`src/rtl/uart_pkg.sv`:
```
// Shared definitions for the UART receive path: FSM state encoding,
// oversampling constants and small bit-level helper functions.
package uart_pkg;

    // Oversample ticks per serial bit and the mid-bit tick index.
    localparam int OVERSAMPLE = 16;
    localparam int SAMPLE_MID = 8;

    // Receiver FSM states; ST_PARITY is only reachable with UART_RX_PARITY_EN.
    typedef enum logic [2:0] {
        ST_IDLE   = 3'd0,
        ST_START  = 3'd1,
        ST_DATA   = 3'd2,
        ST_PARITY = 3'd3,
        ST_STOP   = 3'd4
    } rx_state_e;

    // Two-of-three vote used to filter line noise around mid-bit.
    function automatic logic maj3(input logic a, input logic b, input logic c);
        return (a & b) | (a & c) | (b & c);
    endfunction

    // Even-parity bit that makes the total count of ones even.
    function automatic logic even_parity(input logic [7:0] d);
        return ^d;
    endfunction

endpackage

```
`src/rtl/uart_rx_fifo.sv`:
```
// Receive FIFO: first-word-fall-through byte queue with occupancy,
// full/empty flags and a one-cycle overrun pulse for rejected pushes.
// A push alongside a pop of a full FIFO is accepted.
module uart_rx_fifo
    import uart_pkg::*;
#(
    parameter int DEPTH = 16
) (
    input  logic                     clk,
    input  logic                     rst_n,
    input  logic                     push,
    input  logic [7:0]               wdata,
    input  logic                     pop,
    output logic [7:0]               rdata,
    output logic                     empty,
    output logic                     full,
    output logic [$clog2(DEPTH):0]   level,
    output logic                     overrun
);

    localparam int AW = $clog2(DEPTH);
    localparam int LW = AW + 1;
    localparam logic [LW-1:0] DEPTH_L  = LW'(DEPTH);
    localparam logic [LW-1:0] LVL_ONE  = LW'(1);
    localparam logic [LW-1:0] LVL_ZERO = LW'(0);
    localparam logic [AW-1:0] PTR_ONE  = AW'(1);
    localparam logic [AW-1:0] PTR_ZERO = AW'(0);

    logic [7:0]    mem_r [DEPTH];
    logic [AW-1:0] wr_ptr_r;
    logic [AW-1:0] rd_ptr_r;
    logic [LW-1:0] level_r;
    logic [LW-1:0] level_nxt_s;
    logic          empty_r;
    logic          full_r;
    logic          overrun_r;
    logic          push_ok_s;
    logic          pop_ok_s;

    // Pops of an empty FIFO are ignored; a full FIFO only accepts a push
    // when the head is leaving in the same cycle.
    assign pop_ok_s  = pop & ~empty_r;
    assign push_ok_s = push & (~full_r | pop_ok_s);

    // Next occupancy from accepted push/pop; both together leave it unchanged.
    always_comb begin
        level_nxt_s = level_r;
        case ({push_ok_s, pop_ok_s})
            2'b10:   level_nxt_s = level_r + LVL_ONE;
            2'b01:   level_nxt_s = level_r - LVL_ONE;
            default: level_nxt_s = level_r;
        endcase
    end

    // Byte storage; contents need no reset because the flags gate visibility.
    always_ff @(posedge clk) begin
        if (push_ok_s) begin
            mem_r[wr_ptr_r] <= wdata;
        end
    end

    // Pointers, occupancy, registered flags and overrun pulse.
    always_ff @(posedge clk) begin
        if (!rst_n) begin
            wr_ptr_r  <= PTR_ZERO;
            rd_ptr_r  <= PTR_ZERO;
            level_r   <= LVL_ZERO;
            empty_r   <= 1'b1;
            full_r    <= 1'b0;
            overrun_r <= 1'b0;
        end else begin
            if (push_ok_s) begin
                wr_ptr_r <= wr_ptr_r + PTR_ONE;
            end
            if (pop_ok_s) begin
                rd_ptr_r <= rd_ptr_r + PTR_ONE;
            end
            level_r   <= level_nxt_s;
            empty_r   <= (level_nxt_s == LVL_ZERO);
            full_r    <= (level_nxt_s == DEPTH_L);
            overrun_r <= push & ~push_ok_s;
        end
    end

    // Head byte reads as zero while empty so reset leaves a clean output.
    assign rdata   = empty_r ? 8'h00 : mem_r[rd_ptr_r];
    assign empty   = empty_r;
    assign full    = full_r;
    assign level   = level_r;
    assign overrun = overrun_r;

endmodule

```
`src/rtl/uart_rx_core.sv`:
```
// UART receiver: line synchronizer, prescaled 16x oversample tick,
// start/data/stop framing FSM with 3-sample majority voting, and a
// receive FIFO. Optional feature macro: UART_RX_PARITY_EN adds an
// even-parity bit after the data bits (11-bit frame); without it the
// frame is 8N1 and parity_err_o stays low.
module uart_rx_core
    import uart_pkg::*;
#(
    parameter int FIFO_DEPTH = 16,
    parameter int PRESCALE_W = 16
) (
    input  logic                          wb_clk_i,
    input  logic                          wb_rst_ni,
    input  logic                          en_i,
    input  logic [PRESCALE_W-1:0]         prescale_i,
    input  logic                          rx_i,
    input  logic                          rd_i,
    output logic [7:0]                    rdata_o,
    output logic                          empty_o,
    output logic                          full_o,
    output logic [$clog2(FIFO_DEPTH):0]   level_o,
    output logic                          frame_err_o,
    output logic                          overrun_o,
    output logic                          parity_err_o,
    output logic                          irq_o
);

    localparam logic [3:0] IDX_S7     = 4'(SAMPLE_MID - 1);
    localparam logic [3:0] IDX_S8     = 4'(SAMPLE_MID);
    localparam logic [3:0] IDX_DECIDE = 4'(SAMPLE_MID + 1);
    localparam logic [3:0] IDX_END    = 4'(OVERSAMPLE - 1);
    localparam logic [PRESCALE_W-1:0] PRESC_ZERO = {PRESCALE_W{1'b0}};
    localparam logic [PRESCALE_W-1:0] PRESC_ONE  = PRESCALE_W'(1);

    logic                  sync1_r;
    logic                  rx_sync_r;
    logic                  rx_prev_r;
    logic [PRESCALE_W-1:0] presc_cnt_r;
    logic                  tick_s;
    rx_state_e             state_r;
    rx_state_e             state_nxt_s;
    logic [3:0]            samp_idx_r;
    logic [2:0]            bit_cnt_r;
    logic [7:0]            shift_r;
    logic                  samp7_r;
    logic                  samp8_r;
    logic                  par_bad_r;
    logic                  fall_s;
    logic                  bit_s;
    logic                  at_decide_s;
    logic                  at_end_s;
    logic                  push_s;
    logic                  frame_err_s;
    logic                  parity_err_s;
    logic                  frame_err_r;
    logic                  parity_err_r;
    logic                  fifo_empty_s;

    // Two-flop line synchronizer plus a delayed copy for edge detection.
    always_ff @(posedge wb_clk_i) begin
        if (!wb_rst_ni) begin
            sync1_r   <= 1'b1;
            rx_sync_r <= 1'b1;
            rx_prev_r <= 1'b1;
        end else begin
            sync1_r   <= rx_i;
            rx_sync_r <= sync1_r;
            rx_prev_r <= rx_sync_r;
        end
    end

    assign fall_s = rx_prev_r & ~rx_sync_r;

    // Oversample prescaler: counts down, reloads at zero; parked at reload while disabled.
    always_ff @(posedge wb_clk_i) begin
        if (!wb_rst_ni) begin
            presc_cnt_r <= PRESC_ZERO;
        end else if (!en_i) begin
            presc_cnt_r <= prescale_i;
        end else if (presc_cnt_r == PRESC_ZERO) begin
            presc_cnt_r <= prescale_i;
        end else begin
            presc_cnt_r <= presc_cnt_r - PRESC_ONE;
        end
    end

    assign tick_s      = en_i & (presc_cnt_r == PRESC_ZERO);
    assign at_decide_s = tick_s & (samp_idx_r == IDX_DECIDE);
    assign at_end_s    = tick_s & (samp_idx_r == IDX_END);
    // Bit decision at tick 9: ticks 7 and 8 are stored, tick 9 is live.
    assign bit_s       = maj3(samp7_r, samp8_r, rx_sync_r);

    // FSM state register.
    always_ff @(posedge wb_clk_i) begin
        if (!wb_rst_ni) begin
            state_r <= ST_IDLE;
        end else begin
            state_r <= state_nxt_s;
        end
    end

    // FSM next-state logic; a disabled receiver always returns to idle.
    always_comb begin
        state_nxt_s = state_r;
        if (!en_i) begin
            state_nxt_s = ST_IDLE;
        end else begin
            case (state_r)
                ST_IDLE: begin
                    if (fall_s) begin
                        state_nxt_s = ST_START;
                    end else begin
                        state_nxt_s = ST_IDLE;
                    end
                end
                ST_START: begin
                    if (at_decide_s && bit_s) begin
                        state_nxt_s = ST_IDLE;
                    end else if (at_end_s) begin
                        state_nxt_s = ST_DATA;
                    end else begin
                        state_nxt_s = ST_START;
                    end
                end
                ST_DATA: begin
                    if (at_end_s && (bit_cnt_r == 3'd7)) begin
`ifdef UART_RX_PARITY_EN
                        state_nxt_s = ST_PARITY;
`else
                        state_nxt_s = ST_STOP;
`endif
                    end else begin
                        state_nxt_s = ST_DATA;
                    end
                end
                ST_PARITY: begin
`ifdef UART_RX_PARITY_EN
                    if (at_end_s) begin
                        state_nxt_s = ST_STOP;
                    end else begin
                        state_nxt_s = ST_PARITY;
                    end
`else
                    state_nxt_s = ST_IDLE;
`endif
                end
                ST_STOP: begin
                    if (at_decide_s) begin
                        state_nxt_s = ST_IDLE;
                    end else begin
                        state_nxt_s = ST_STOP;
                    end
                end
                default: state_nxt_s = ST_IDLE;
            endcase
        end
    end

    // Frame datapath: tick index, mid-bit samples, data shifter, bit count, parity flag.
    always_ff @(posedge wb_clk_i) begin
        if (!wb_rst_ni) begin
            samp_idx_r <= 4'd0;
            bit_cnt_r  <= 3'd0;
            shift_r    <= 8'h00;
            samp7_r    <= 1'b1;
            samp8_r    <= 1'b1;
            par_bad_r  <= 1'b0;
        end else if ((state_r == ST_IDLE) || !en_i) begin
            samp_idx_r <= 4'd0;
            bit_cnt_r  <= 3'd0;
            par_bad_r  <= 1'b0;
        end else begin
            if (tick_s) begin
                samp_idx_r <= samp_idx_r + 4'd1;
            end
            if (tick_s && (samp_idx_r == IDX_S7)) begin
                samp7_r <= rx_sync_r;
            end
            if (tick_s && (samp_idx_r == IDX_S8)) begin
                samp8_r <= rx_sync_r;
            end
            if (at_decide_s && (state_r == ST_DATA)) begin
                shift_r <= {bit_s, shift_r[7:1]};
            end
            if (at_end_s && (state_r == ST_DATA)) begin
                bit_cnt_r <= bit_cnt_r + 3'd1;
            end
            if (parity_err_s) begin
                par_bad_r <= 1'b1;
            end
        end
    end

    // FSM outputs: FIFO push and error strobes, all decided at tick 9.
    always_comb begin
        push_s       = 1'b0;
        frame_err_s  = 1'b0;
        parity_err_s = 1'b0;
        if (at_decide_s) begin
            case (state_r)
                ST_STOP: begin
                    if (bit_s) begin
                        push_s = ~par_bad_r;
                    end else begin
                        frame_err_s = 1'b1;
                    end
                end
`ifdef UART_RX_PARITY_EN
                ST_PARITY: begin
                    parity_err_s = (even_parity(shift_r) != bit_s);
                end
`endif
                default: begin
                    push_s       = 1'b0;
                    frame_err_s  = 1'b0;
                    parity_err_s = 1'b0;
                end
            endcase
        end else begin
            push_s       = 1'b0;
            frame_err_s  = 1'b0;
            parity_err_s = 1'b0;
        end
    end

    // Registered error pulses.
    always_ff @(posedge wb_clk_i) begin
        if (!wb_rst_ni) begin
            frame_err_r  <= 1'b0;
            parity_err_r <= 1'b0;
        end else begin
            frame_err_r  <= frame_err_s;
            parity_err_r <= parity_err_s;
        end
    end

    uart_rx_fifo #(
        .DEPTH (FIFO_DEPTH)
    ) u_fifo (
        .clk     (wb_clk_i),
        .rst_n   (wb_rst_ni),
        .push    (push_s),
        .wdata   (shift_r),
        .pop     (rd_i),
        .rdata   (rdata_o),
        .empty   (fifo_empty_s),
        .full    (full_o),
        .level   (level_o),
        .overrun (overrun_o)
    );

    assign empty_o      = fifo_empty_s;
    assign irq_o        = ~fifo_empty_s;
    assign frame_err_o  = frame_err_r;
    assign parity_err_o = parity_err_r;

endmodule

```
`config.mk`:
```
export PLATFORM = sky130hd
export DESIGN_NAME = uart_rx_core
export DESIGN_NICKNAME = d
export VERILOG_FILES = /design/src/rtl/uart_pkg.sv /design/src/rtl/uart_rx_fifo.sv /design/src/rtl/uart_rx_core.sv
export SDC_FILE = /design/constraint.sdc
export NUM_CORES = 1
export LEC_CHECK = 0
export ABC_AREA = 1
export BUFFER_PORTS_ARGS = -buffer_cell sky130_fd_sc_hd__buf_2
export CORE_ASPECT_RATIO = 1.5
export CORE_MARGIN = 5
export CORE_UTILIZATION = 29
export DETAILED_ROUTE_END_ITERATION = 10
export PLACE_DENSITY = 0.43
export SETUP_SLACK_MARGIN = 0.05
export SYNTH_ARGS = -nofsm -noshare
export SYNTH_HDL_FRONTEND = slang
export SYNTH_SLANG_ARGS = --single-unit
```
`constraint.sdc`:
```
create_clock -name wb_clk_i -period 6.7 [get_ports wb_clk_i]
set_input_delay 1.34 -clock wb_clk_i [delete_from_list [all_inputs] [get_ports wb_clk_i]]
set_output_delay 1.34 -clock wb_clk_i [all_outputs]
set_load 0.02 [all_outputs]
```
==> results of run 1 <==
[Yosys cell counts, types with 2 or more instances]
cell                       number
sky130_fd_sc_hd__or2_2          2
sky130_fd_sc_hd__o21ai_1       27
sky130_fd_sc_hd__nand3_4        3
sky130_fd_sc_hd__nand4_1        7
sky130_fd_sc_hd__ha_1          16
sky130_fd_sc_hd__inv_1         39
sky130_fd_sc_hd__nor2_1       152
sky130_fd_sc_hd__o211ai_1      32
sky130_fd_sc_hd__nand2_4        6
sky130_fd_sc_hd__nand3_2        6
sky130_fd_sc_hd__edfxtp_1     128
sky130_fd_sc_hd__nor2_4         8
sky130_fd_sc_hd__buf_2         11
sky130_fd_sc_hd__xor2_1         9
sky130_fd_sc_hd__o21bai_1       2
sky130_fd_sc_hd__a21oi_1       37
sky130_fd_sc_hd__xnor2_1        3
sky130_fd_sc_hd__a31oi_1        4
sky130_fd_sc_hd__dfxtp_1       60
sky130_fd_sc_hd__nor4_1         2
sky130_fd_sc_hd__nand2_1       72
sky130_fd_sc_hd__nor2_2         4
sky130_fd_sc_hd__inv_2          9
sky130_fd_sc_hd__clkbuf_1      20
sky130_fd_sc_hd__nand3_1       29
sky130_fd_sc_hd__o21ai_0       75
sky130_fd_sc_hd__nand2_2        3
sky130_fd_sc_hd__nor3_1         6
[power by group through the flow]
stage	logic, W	registers [W]	clock network [W]
after floorplan	0.0000513	0.00127	0
after global placement	0.0000690	0.00127	0
after detailed placement	0.0000687	0.00127	0
after CTS	0.0000693	0.00124	0.00106
after global routing	0.0000764	0.00124	0.00110
final	0.0000675	0.00124	0.00103
[per-stage QoR]
step | total power, W | utilization, %
after floorplan | 0.00132 | -
after global placement | 0.00134 | 31.2
after detailed placement | 0.00134 | 31.2
after CTS | 0.00237 | 33.3
after global routing | 0.00242 | 33.3
final | 0.00234 | 33.3
[final timing paths]
kind,end,slack (ns),cells past startpoint
hold / removal,rx_sync_r,0.43,1
setup reg to reg,u_fifo.full,3.96,22
setup / recovery,rdata_o[2],2.81,6
hold reg to reg,rx_sync_r,0.43,1
[cell families (layout without fill, tap and decap cells)]
kind of cell / after synthesis / count (layout) / share of synthesized area [%]
muxes: 1 / 1 / 0.122
adders and majority gates: 16 / 16 / 2.45
AOI/OAI and AO/OA: 182 / 182 / 12.5
and+or+nand+nor: 305 / 305 / 17.8
other: 1 / 1 / 0.0459
buffers and inverters: 83 / 124 / 4.04
xor gates and xnor gates: 12 / 12 / 1.29
DFF: 188 / 188 / 61.7
[metal layers]
layer | vias up | GRT usage [%]
li1 | 2800 | -
met1 | 2654 | 15.0
met2 | 74 | 23.9
met3 | 12 | 2.45
met4 | 0 | 4.07
met5 | - | 0
[state kept, by name, summed over array words and instances (netlist names), 3 cells and up, named ones only]
signal           cells
presc_cnt_r         16
bit_cnt_r            3
u_fifo.wr_ptr_r      4
shift_r              8
u_fifo.level         5
samp_idx_r           4
u_fifo.mem_r       128
u_fifo.rd_ptr_r      4
state_r              3
[cell type report]
type / count / area (sq um)
sequential: 188 / 5050
inverter: 50 / 189
multi-input combinational: 517 / 2800
fill: 2856 / 18600
clock inverter: 13 / 153
tap: 346 / 433
clock buffer: 19 / 433
timing repair buffer: 42 / 220
[worst register-to-register path, cell delays in order (launching register included)]
cell	delay, ns
sky130_fd_sc_hd__dfxtp_1	0.31
sky130_fd_sc_hd__inv_1	0.10
sky130_fd_sc_hd__ha_1	0.18
sky130_fd_sc_hd__nand2_2	0.08
sky130_fd_sc_hd__nor2_4	0.15
sky130_fd_sc_hd__nand3_2	0.14
sky130_fd_sc_hd__nor2_4	0.17
sky130_fd_sc_hd__nand3_2	0.13
sky130_fd_sc_hd__ha_1	0.29
sky130_fd_sc_hd__nand2_1	0.09
sky130_fd_sc_hd__inv_1	0.05
sky130_fd_sc_hd__nor2_1	0.12
sky130_fd_sc_hd__ha_1	0.16
sky130_fd_sc_hd__inv_1	0.04
sky130_fd_sc_hd__nand2_1	0.09
sky130_fd_sc_hd__nand3_1	0.11
sky130_fd_sc_hd__nand2_1	0.07
sky130_fd_sc_hd__nand2_1	0.04
sky130_fd_sc_hd__nand2_1	0.05
sky130_fd_sc_hd__nand2_1	0.05
sky130_fd_sc_hd__nand2_1	0.07
sky130_fd_sc_hd__nand2_1	0.07
sky130_fd_sc_hd__nor2_1	0.10
==> flow_summary_export.csv, run 1 <==
group,metric,value,unit
clock_network,path_clk_slew,0.07,ns
floorplanning,start_util,29.3,%
clock_network,clock_latency,0.43,ns
clock_network,cts_tree,"yes",
yosys,post-synth-top-area-cell,"sky130_fd_sc_hd__edfxtp_1",
detailed_routing,top_layer_in_use,"met4",
cells_and_area,design.final.nets,853,
status,status,"finished, final reports clean",
yosys,yosys_most_used_dff,"sky130_fd_sc_hd__edfxtp_1",
floorplanning,boundaryPins,40,
cells_and_area,area.growth.synth_to_final,13.4,%
min_path,hold_crit_path_type,"reg -> reg",
yosys,ys_seq_area_share,61.7,%
cells_and_area,final_layout_size_suffix_gt1_share,14.4,%
sta,worst_pin_slew,1.08,ns
power_and_ir_drop,switchingPower,0.000522,W
yosys,synth_area,8170,sq um
critical_path,worst-path-buf-inv,2,
detailed_routing,detail_route.iter0.violations,239,
critical_path,end_kind,"primary output",
yosys,async_flop_share,0,%
cells_and_area,final_common_cell,"sky130_fd_sc_hd__nor2_1",
detailed_routing,detail_route.vias_per_cell,4.71,
yosys,syn_avg_cell_area,10.4,sq um
sta,report.final.setup_viol,0,
yosys,yosys_register_bits,188,
floorplanning,fp.dieH,216,um
place,io_buffer_count,38,
critical_path,cp_data_arrival_time,2.55,ns
sta,period_minus_slack,3.89,ns
critical_path,worst-path-max-fanout,64,
floorplanning,coreArea,27900,sq um
floorplanning,die_area,31700,sq um
place,dp.cells,1143,
yosys,synth.yosys.warnings,0,
sta,finClkSkew,0.0123,ns
critical_path,critical_path_class,"reg -> out",
run,cap_violations,0,
min_path,worst_hold_startpoint,"sync1_r",
yosys,synth_enable_flop_cells,128,
detailed_routing,total_routed_length,20100,um
sta,slew_headroom,27.6,%
power_and_ir_drop,power_frac_clock,44.1,%
sta,grt_setup_unrepaired,"false",
place,placedInstanceArea,8690,sq um
detailed_routing,wl_met1,8580,um
clock_network,cts_num_sinks,188,
yosys,top_area_cells_in_the_synthesized_netlist,"sky130_fd_sc_hd__edfxtp_1 47%, sky130_fd_sc_hd__dfxtp_1 15%, sky130_fd_sc_hd__nor2_1 7.0%, sky130_fd_sc_hd__o21ai_0 4.6%, sky130_fd_sc_hd__nand2_1 3.3%",
yosys,post_synth_num_cell_types,44,
floorplanning,placement_rows,75,
power_and_ir_drop,power.static_leakage,3.64,nW
sta,clock.fmax,257,MHz
clock_network,holdBufCountCts,0,
power_and_ir_drop,combPwrFrac,2.9,%
clock_network,cts_resized,0,
cells_and_area,layout_common_cells,"152 x sky130_fd_sc_hd__nor2_1, 128 x sky130_fd_sc_hd__edfxtp_1, 75 x sky130_fd_sc_hd__o21ai_0, 72 x sky130_fd_sc_hd__nand2_1, 59 x sky130_fd_sc_hd__dfxtp_1",
global_routing,first_global_vias,5665,
critical_path,cp_top_family,"buffers and inverters",
critical_path,reg2reg_from,"presc_cnt_r[0]",
clock_network,cts_buffers,17,
cells_and_area,antennaDiodeCount,0,
floorplanning,die_x,147,um
place,gpl.final_weighted_congestion,0.729,
power_and_ir_drop,cellInternalPower,0.00182,W
critical_path,cpMaxStageDelayCell,"sky130_fd_sc_hd__inv_2",
power_and_ir_drop,total_power_density_per_cell_area,252,nW/um^2
sta,drv_slew,0,
detailed_routing,drc_violation_count_after_routing,0,
sta,fin_tns_setup,0,ns
detailed_routing,detail_route_met2_wl,10700,um
place,place_worst_setup_slack,3.17,ns
detailed_routing,post_drt_wl_per_cell,17.1,um
critical_path,cp_data_required_time,5.36,ns
power_and_ir_drop,max-vdd-ir-drop,159,uV
detailed_routing,ant_nets,0,
clock_network,cts.root.buffer_cell,"sky130_fd_sc_hd__clkbuf_16",
cells_and_area,non_filler_instance_count_after_layout,1175,
yosys,syn_inst,788,
detailed_routing,dr.pass1.iters,4,
clock_network,cts.repair_timing.setup_buffer_count,0,
sta,hold-worst-slack,0.429,ns
sta,final-hold-violation-count,0,
global_routing,grt_max_degree,65,
sta,timing.final.crit_share,58.0,%
global_routing,antenna_found_initial,0,
sta,post-route-worst-setup-slack,2.81,ns
critical_path,max_stage_delay,0.77,ns
critical_path,worst_setup_path_start_kind,"flip-flop",
power_and_ir_drop,net_switching_share_of_the_total_power,22.3,%
power_and_ir_drop,share_seq_of_total_power,53.0,%
yosys,area_share_of_the_leading_cell_type_in_the_synthesized_netlist,47.0,%
cells_and_area,final_design_area_no_fill,9270,sq um
clock_network,cts_max_level,4,
global_routing,gr-usage-all-layers,12.9,%
global_routing,overflow,0,
clock_network,ctsLongestPathBuffers,2,
yosys,syn-num-nets,825,
detailed_routing,met3RoutedLength,577,um
global_routing,grt_first_pass_wirelength,31600,um
place,detailed_place_hpwl,13400,um
detailed_routing,dr_total_vias,5540,
critical_path,crit_chain,"inv_2 -> nor2_1 -> o21ai_0 -> o211ai_1 -> a21oi_1 -> buf_2",
No activity file was read; power rests on OpenSTA's default activity.
==> run 2, diff against run 1 <==
--- a/config.mk
+++ b/config.mk
@@ -5,13 +5,13 @@
 export SDC_FILE = /design/constraint.sdc
 export NUM_CORES = 1
 export LEC_CHECK = 0
-export ABC_AREA = 1
+export ABC_AREA = 0
 export BUFFER_PORTS_ARGS = -buffer_cell sky130_fd_sc_hd__buf_2
 export CORE_ASPECT_RATIO = 1.5
 export CORE_MARGIN = 5
 export CORE_UTILIZATION = 29
 export DETAILED_ROUTE_END_ITERATION = 10
-export PLACE_DENSITY = 0.43
+export PLACE_DENSITY = 0.44
 export SETUP_SLACK_MARGIN = 0.05
 export SYNTH_ARGS = -nofsm -noshare
 export SYNTH_HDL_FRONTEND = slang
==> constraint.sdc (replaced) <==
create_clock -name wb_clk_i -period 3.5 [get_ports wb_clk_i]
set_input_delay 0.7 -clock wb_clk_i [delete_from_list [all_inputs] [get_ports wb_clk_i]]
set_output_delay 0.7 -clock wb_clk_i [all_outputs]
set_load 0.02 [all_outputs]
==> flow_summary_export.csv, run 2 <==
group,metric,value,unit
status,status,"finished, final reports clean",
cells_and_area,area.growth.synth_to_final,17.0,%
critical_path,max_stage_delay,0.63,ns
min_path,worst_hold_startpoint,"sync1_r",
cells_and_area,layout.core_utilization,34.5,%
cells_and_area,final_common_cell,"sky130_fd_sc_hd__edfxtp_1",
global_routing,first_global_vias,4734,
yosys,async_flop_share,0,%
yosys,top_area_cells_in_the_synthesized_netlist,"sky130_fd_sc_hd__edfxtp_1 49%, sky130_fd_sc_hd__dfxtp_1 15%, sky130_fd_sc_hd__mux4_2 11%, sky130_fd_sc_hd__nor2_1 2.6%, sky130_fd_sc_hd__ha_1 2.5%",
clock_network,ctsLongestPathBuffers,2,
clock_network,cts_tree,"yes",
critical_path,cp_data_required_time,2.80,ns
power_and_ir_drop,power.static_leakage,3.49,nW
global_routing,grt_max_degree,33,
floorplanning,start_util,29.5,%
cells_and_area,largest_registers,"u_fifo.mem_r x128, presc_cnt_r x16, shift_r x8",
yosys,post-synth-top-area-cell,"sky130_fd_sc_hd__edfxtp_1",
min_path,worstHoldEndpoint,"rx_sync_r",
critical_path,cpMaxStageDelayCell,"sky130_fd_sc_hd__dfxtp_1",
yosys,synth_area,7870,sq um
clock_network,cts_buffers,17,
global_routing,antenna_found_initial,0,
yosys,synth_enable_flop_cells,128,
detailed_routing,dr.pass1.iters,5,
place,io_buffer_count,38,
clock_network,cts.root.buffer_cell,"sky130_fd_sc_hd__clkbuf_16",
yosys,syn_inst,531,
min_path,hold_crit_path_type,"reg -> reg",
yosys,syn-num-nets,568,
sta,final-hold-violation-count,0,
sta,timing.final.crit_share,92.8,%
global_routing,grt_first_pass_wirelength,27700,um
cells_and_area,layout_common_cells,"128 x sky130_fd_sc_hd__edfxtp_1, 59 x sky130_fd_sc_hd__dfxtp_1, 55 x sky130_fd_sc_hd__nor2_1, 40 x sky130_fd_sc_hd__mux4_2, 38 x sky130_fd_sc_hd__buf_2",
clock_network,path_clk_slew,0.07,ns
yosys,top_count_cell_post_synth,"sky130_fd_sc_hd__edfxtp_1",
floorplanning,coreArea,26700,sq um
critical_path,r2r_slack,0.44,ns
global_routing,gr-usage-all-layers,12.3,%
detailed_routing,post_drt_wl_per_cell,18.8,um
floorplanning,die_area,30600,sq um
sta,grt_setup_unrepaired,"false",
sta,slew_headroom,35.4,%
global_routing,overflow,0,
critical_path,worst_setup_path_start_kind,"flip-flop",
clock_network,cts_max_level,4,
sta,clock.fmax,308,MHz
sta,fin_tns_setup,0,ns
run,cap_violations,0,
critical_path,reg2reg_from,"presc_cnt_r[0]",
sta,hold-worst-slack,0.409,ns
detailed_routing,detail_route.iter0.violations,166,
critical_path,cp_data_arrival_time,2.55,ns
yosys,syn_avg_cell_area,14.8,sq um
clock_network,clock_latency,0.43,ns
floorplanning,placement_rows,73,
critical_path,crit_chain,"buf_12 -> mux4_2 -> mux4_2 -> and2_1 -> buf_2",
yosys,yosys_most_used_dff,"sky130_fd_sc_hd__edfxtp_1",
cells_and_area,design.final.nets,626,
cells_and_area,largest_reg_flops,128,
critical_path,worst-path-max-fanout,19,
power_and_ir_drop,max-vdd-ir-drop,312,uV
cells_and_area,antennaDiodeCount,0,
sta,drv_slew,0,
detailed_routing,detail_route.vias_per_cell,4.75,
critical_path,end_kind,"primary output",
floorplanning,fp.dieH,212,um
place,gpl.final_weighted_congestion,0.768,
place,detailed_place_hpwl,12500,um
clock_network,cts.repair_timing.setup_buffer_count,0,
sta,finClkSkew,0.0109,ns
critical_path,critical_path_class,"reg -> out",
floorplanning,boundaryPins,40,
critical_path,rr_worst_depth,14,
detailed_routing,ant_nets,0,
clock_network,cts_resized,0,
floorplanning,die_x,144,um
critical_path,reg2reg_to,"u_fifo.full",
sta,worst_pin_slew,0.969,ns
cells_and_area,final_layout_size_suffix_gt1_share,24.3,%
yosys,area_share_of_the_leading_cell_type_in_the_synthesized_netlist,48.9,%
detailed_routing,dr_total_vias,4462,
yosys,ys_seq_area_share,64.1,%
yosys,synth.yosys.warnings,0,
detailed_routing,drc_violation_count_after_routing,0,
sta,report.final.setup_viol,0,
yosys,synth.top_cells.by_count,"128 x sky130_fd_sc_hd__edfxtp_1, 60 x sky130_fd_sc_hd__dfxtp_1, 55 x sky130_fd_sc_hd__nor2_1",
yosys,yosys_register_bits,188,
min_path,min_path_cells,1,
yosys,post_synth_num_cell_types,54,
detailed_routing,total_routed_length,17700,um
sta,period_minus_slack,3.25,ns
critical_path,critPathMostFrequentCell,"sky130_fd_sc_hd__mux4_2",
power_and_ir_drop,total_power_density_per_cell_area,491,nW/um^2
clock_network,holdBufCountCts,0,
cells_and_area,largest-register,"u_fifo.mem_r",
clock_network,cts_num_sinks,188,
-- run 2: power breakdown --
part / internal, W / switching (W)
Combinational: 0.0000600 / 0.0000745
Sequential: 0.00236 / 0.0000256
Clock: 0.00114 / 0.000857
-- run 2: worst max path at each step --
stage                        start      endpoint  cells after the start
floorplan                     en_i  u_fifo.empty                     15
global placement              en_i  u_fifo.empty                     14
detailed placement            en_i  u_fifo.empty                     14
CTS                      flip-flop    rdata_o[6]                      5
global route        presc_cnt_r[8]  u_fifo.empty                     12
finish                   flip-flop    rdata_o[6]                      5
-- run 2: cells by family (layout without fill, tap and decap cells) --
logic type,Yosys count,count (layout),synth area share [%]
fa+ha+maj,17,17,2.67
compound gates,44,44,3.83
flops,188,188,64.1
other cells,1,1,0.0477
xor+xnor,23,23,2.56
mux,58,58,13.8
buf+inv,41,112,2.27
simple gates,159,159,10.7
-- run 2: critical path: cells and delay by family, from the launching register on --
kind / cells / cell delay [ns]
multiplexers: 2 / 0.89
buffers and inverters: 2 / 0.40
AND/OR/NAND/NOR: 1 / 0.18
flip-flops: 1 / 0.63
-- run 2: per-stage QoR --
step	total power (W)	std cells	setup WS (ns)	area [sq um]
floorplan	0.00252	531	0.220	7870
global placement	0.00257	907	0.199	8590
detailed placement	0.00257	907	0.119	8590
CTS	0.00458	939	0.224	9200
global route	0.00469	939	0.173	9200
finish	0.00452	939	0.253	9200
-- run 2: layout make-up --
type                    instances  area, sq um
fillers                      2592        17500
flip-flops and latches        188         5050
multi-input cells             302         2640
clock buffers                  17          425
repair buffers                 66          425
well taps                     337          422
clock inverters                15          186
inverters                      14         52.6
-- run 2: per-layer routing --
layer	wire (um)	track usage [%]	vias up	part of all wire (%)
li1	-	-	2112	-
met1	7180	14.1	2261	41
met2	9760	22.6	76	55
met3	495	2.53	13	2.8
met4	259	3.80	0	1.5
met5	0	0	-	0
==> run 3, diff against run 2 <==
--- a/config.mk
+++ b/config.mk
@@ -10,6 +10,7 @@
 export CORE_ASPECT_RATIO = 1.5
 export CORE_MARGIN = 5
 export CORE_UTILIZATION = 29
+export CTS_CLUSTER_DIAMETER = 200
 export DETAILED_ROUTE_END_ITERATION = 10
 export PLACE_DENSITY = 0.44
 export SETUP_SLACK_MARGIN = 0.05
==> constraint.sdc (replaced) <==
create_clock -name wb_clk_i -period 3.5 [get_ports wb_clk_i]
set_input_delay 0.525 -clock wb_clk_i [delete_from_list [all_inputs] [get_ports wb_clk_i]]
set_output_delay 0.525 -clock wb_clk_i [all_outputs]
set_load 0.02 [all_outputs]
==> flow_summary_export.csv, run 3 (synthesis results as in run 2) <==
group,metric,value,unit
cells_and_area,largest_registers,"u_fifo.mem_r x128, presc_cnt_r x16, shift_r x8",
floorplanning,start_util,29.5,%
global_routing,grt_first_pass_wirelength,26700,um
cells_and_area,design.final.nets,622,
sta,timing.final.crit_share,91.3,%
sta,slew_headroom,37.3,%
clock_network,cts_resized,0,
sta,fin_tns_setup,0,ns
clock_network,cts_tree,"yes",
detailed_routing,detail_route.iter0.violations,216,
sta,report.final.setup_viol,0,
place,place_worst_setup_slack,0.205,ns
power_and_ir_drop,net_switching_share_of_the_total_power,21.1,%
critical_path,worst_setup_path_start_kind,"flip-flop",
power_and_ir_drop,share_seq_of_total_power,54.3,%
critical_path,r2r_slack,0.41,ns
critical_path,cp_data_arrival_time,2.67,ns
floorplanning,fp.dieH,212,um
cells_and_area,layout_common_cells,"128 x sky130_fd_sc_hd__edfxtp_1, 59 x sky130_fd_sc_hd__dfxtp_1, 55 x sky130_fd_sc_hd__nor2_1, 40 x sky130_fd_sc_hd__mux4_2, 38 x sky130_fd_sc_hd__buf_2",
clock_network,ctsLongestPathBuffers,2,
cells_and_area,final_layout_size_suffix_gt1_share,23.6,%
clock_network,cts_max_level,4,
clock_network,clock_latency,0.43,ns
cells_and_area,largest-register,"u_fifo.mem_r",
sta,drv_slew,0,
sta,clock.fmax,313,MHz
global_routing,gr-usage-all-layers,11.9,%
detailed_routing,dr_total_vias,4398,
power_and_ir_drop,max-vdd-ir-drop,340,uV
global_routing,overflow,0,
clock_network,path_clk_slew,0.07,ns
detailed_routing,total_routed_length,17300,um
cells_and_area,multi_input_area,2640,sq um
cells_and_area,n_fill_cell,2639,
critical_path,critical_path_class,"reg -> out",
cells_and_area,antennaDiodeCount,0,
power_and_ir_drop,total_power_density_per_cell_area,482,nW/um^2
place,dp.cells,903,
global_routing,antenna_found_initial,0,
floorplanning,die_area,30600,sq um
sta,period_minus_slack,3.20,ns
clock_network,holdBufCountCts,0,
floorplanning,coreArea,26700,sq um
critical_path,max_stage_delay,0.61,ns
power_and_ir_drop,power.static_leakage,3.45,nW
sta,worst_pin_slew,0.941,ns
min_path,hold_crit_path_type,"in -> reg",
sta,post-route-worst-setup-slack,0.305,ns
global_routing,first_global_vias,4606,
sta,grt_setup_unrepaired,"false",
detailed_routing,dr.pass1.iters,4,
status,status,"finished, final reports clean",
sta,hold-worst-slack,0.281,ns
sta,final-hold-violation-count,0,
place,io_buffer_count,38,
sta,finClkSkew,0.0131,ns
clock_network,cts.root.buffer_cell,"sky130_fd_sc_hd__clkbuf_16",
critical_path,cpMaxStageDelayCell,"sky130_fd_sc_hd__mux4_2",
detailed_routing,ant_nets,0,
critical_path,worst-path-max-fanout,25,
critical_path,crit_chain,"buf_12 -> mux4_2 -> mux4_2 -> and2_1 -> buf_2",
clock_network,cts_num_sinks,188,
detailed_routing,detail_route.vias_per_cell,4.71,
cells_and_area,non_filler_instance_count_after_layout,934,
detailed_routing,post_drt_wl_per_cell,18.6,um
critical_path,critPathMostFrequentCell,"sky130_fd_sc_hd__mux4_2",
critical_path,end_kind,"primary output",
power_and_ir_drop,combPwrFrac,3.0,%
global_routing,grt_max_degree,33,
cells_and_area,largest_reg_flops,128,
place,detailed_place_hpwl,12200,um
cells_and_area,final_common_cell,"sky130_fd_sc_hd__edfxtp_1",
cells_and_area,area.growth.synth_to_final,15.9,%
floorplanning,placement_rows,73,
critical_path,cp_data_required_time,2.97,ns
place,gpl.final_weighted_congestion,0.754,
clock_network,cts_buffers,17,
detailed_routing,drc_violation_count_after_routing,0,
power_and_ir_drop,switchingPower,0.000930,W
clock_network,cts.repair_timing.setup_buffer_count,0,
floorplanning,boundaryPins,40,
power_and_ir_drop,cellInternalPower,0.00347,W
critical_path,rr_worst_depth,14,
cells_and_area,seqCellArea,5050,sq um
power_and_ir_drop,power_frac_clock,42.8,%
min_path,min_path_cells,2,
floorplanning,die_x,144,um
run,cap_violations,0,
[run 3: worst paths after layout]
kind                                     start           end
worst min-delay path                      rx_i       sync1_r
worst min register to register         sync1_r     rx_sync_r
worst max-delay path                 flip-flop    rdata_o[5]
worst max register to register  presc_cnt_r[0]  u_fifo.empty
[run 3: power by group through the flow]
stage | registers, W | clock network [W] | logic (W)
5_1_grt | 0.00239 | 0.00203 | 0.000145
6_report | 0.00239 | 0.00188 | 0.000130
3_3_place_gp | 0.00243 | 0 | 0.000130
2_1_floorplan | 0.00243 | 0 | 0.0000918
3_5_place_dp | 0.00244 | 0 | 0.000130
4_1_cts | 0.00239 | 0.00195 | 0.000132
[run 3: through the flow]
step / util (%) / total power (W) / cell area [sq um]
after global placement: 32.0 / 0.00256 / 8550
after floorplan: - / 0.00252 / 7870
after global routing: 34.2 / 0.00456 / 9120
after CTS: 34.2 / 0.00446 / 9120
final: 34.2 / 0.00440 / 9120
after detailed placement: 32.0 / 0.00257 / 8550
[run 3: cell type report]
type / instances / share of cell area (%)
tap: 337 / 4.62
clock inverter: 14 / 1.61
timing repair buffer: 62 / 4.20
sequential: 188 / 55.3
multi-input combinational: 302 / 29.0
clock buffer: 17 / 4.67
inverter: 14 / 0.576
[run 3: metal layers]
layer  track usage, %  routed length, um  share of wire [%]
met1             13.6               7040                 41
met2             21.5               9380                 54
met3             2.64                602                3.5
met4             4.31                310                1.8
met5                0                  0                  0
[run 3: critical path, delay by kind of cell, from the launching register on]
family,cells,cell delay (ns)
DFF,1,0.53
buffers and inverters,2,0.43
and+or+nand+nor,1,0.16
muxes,2,1.09
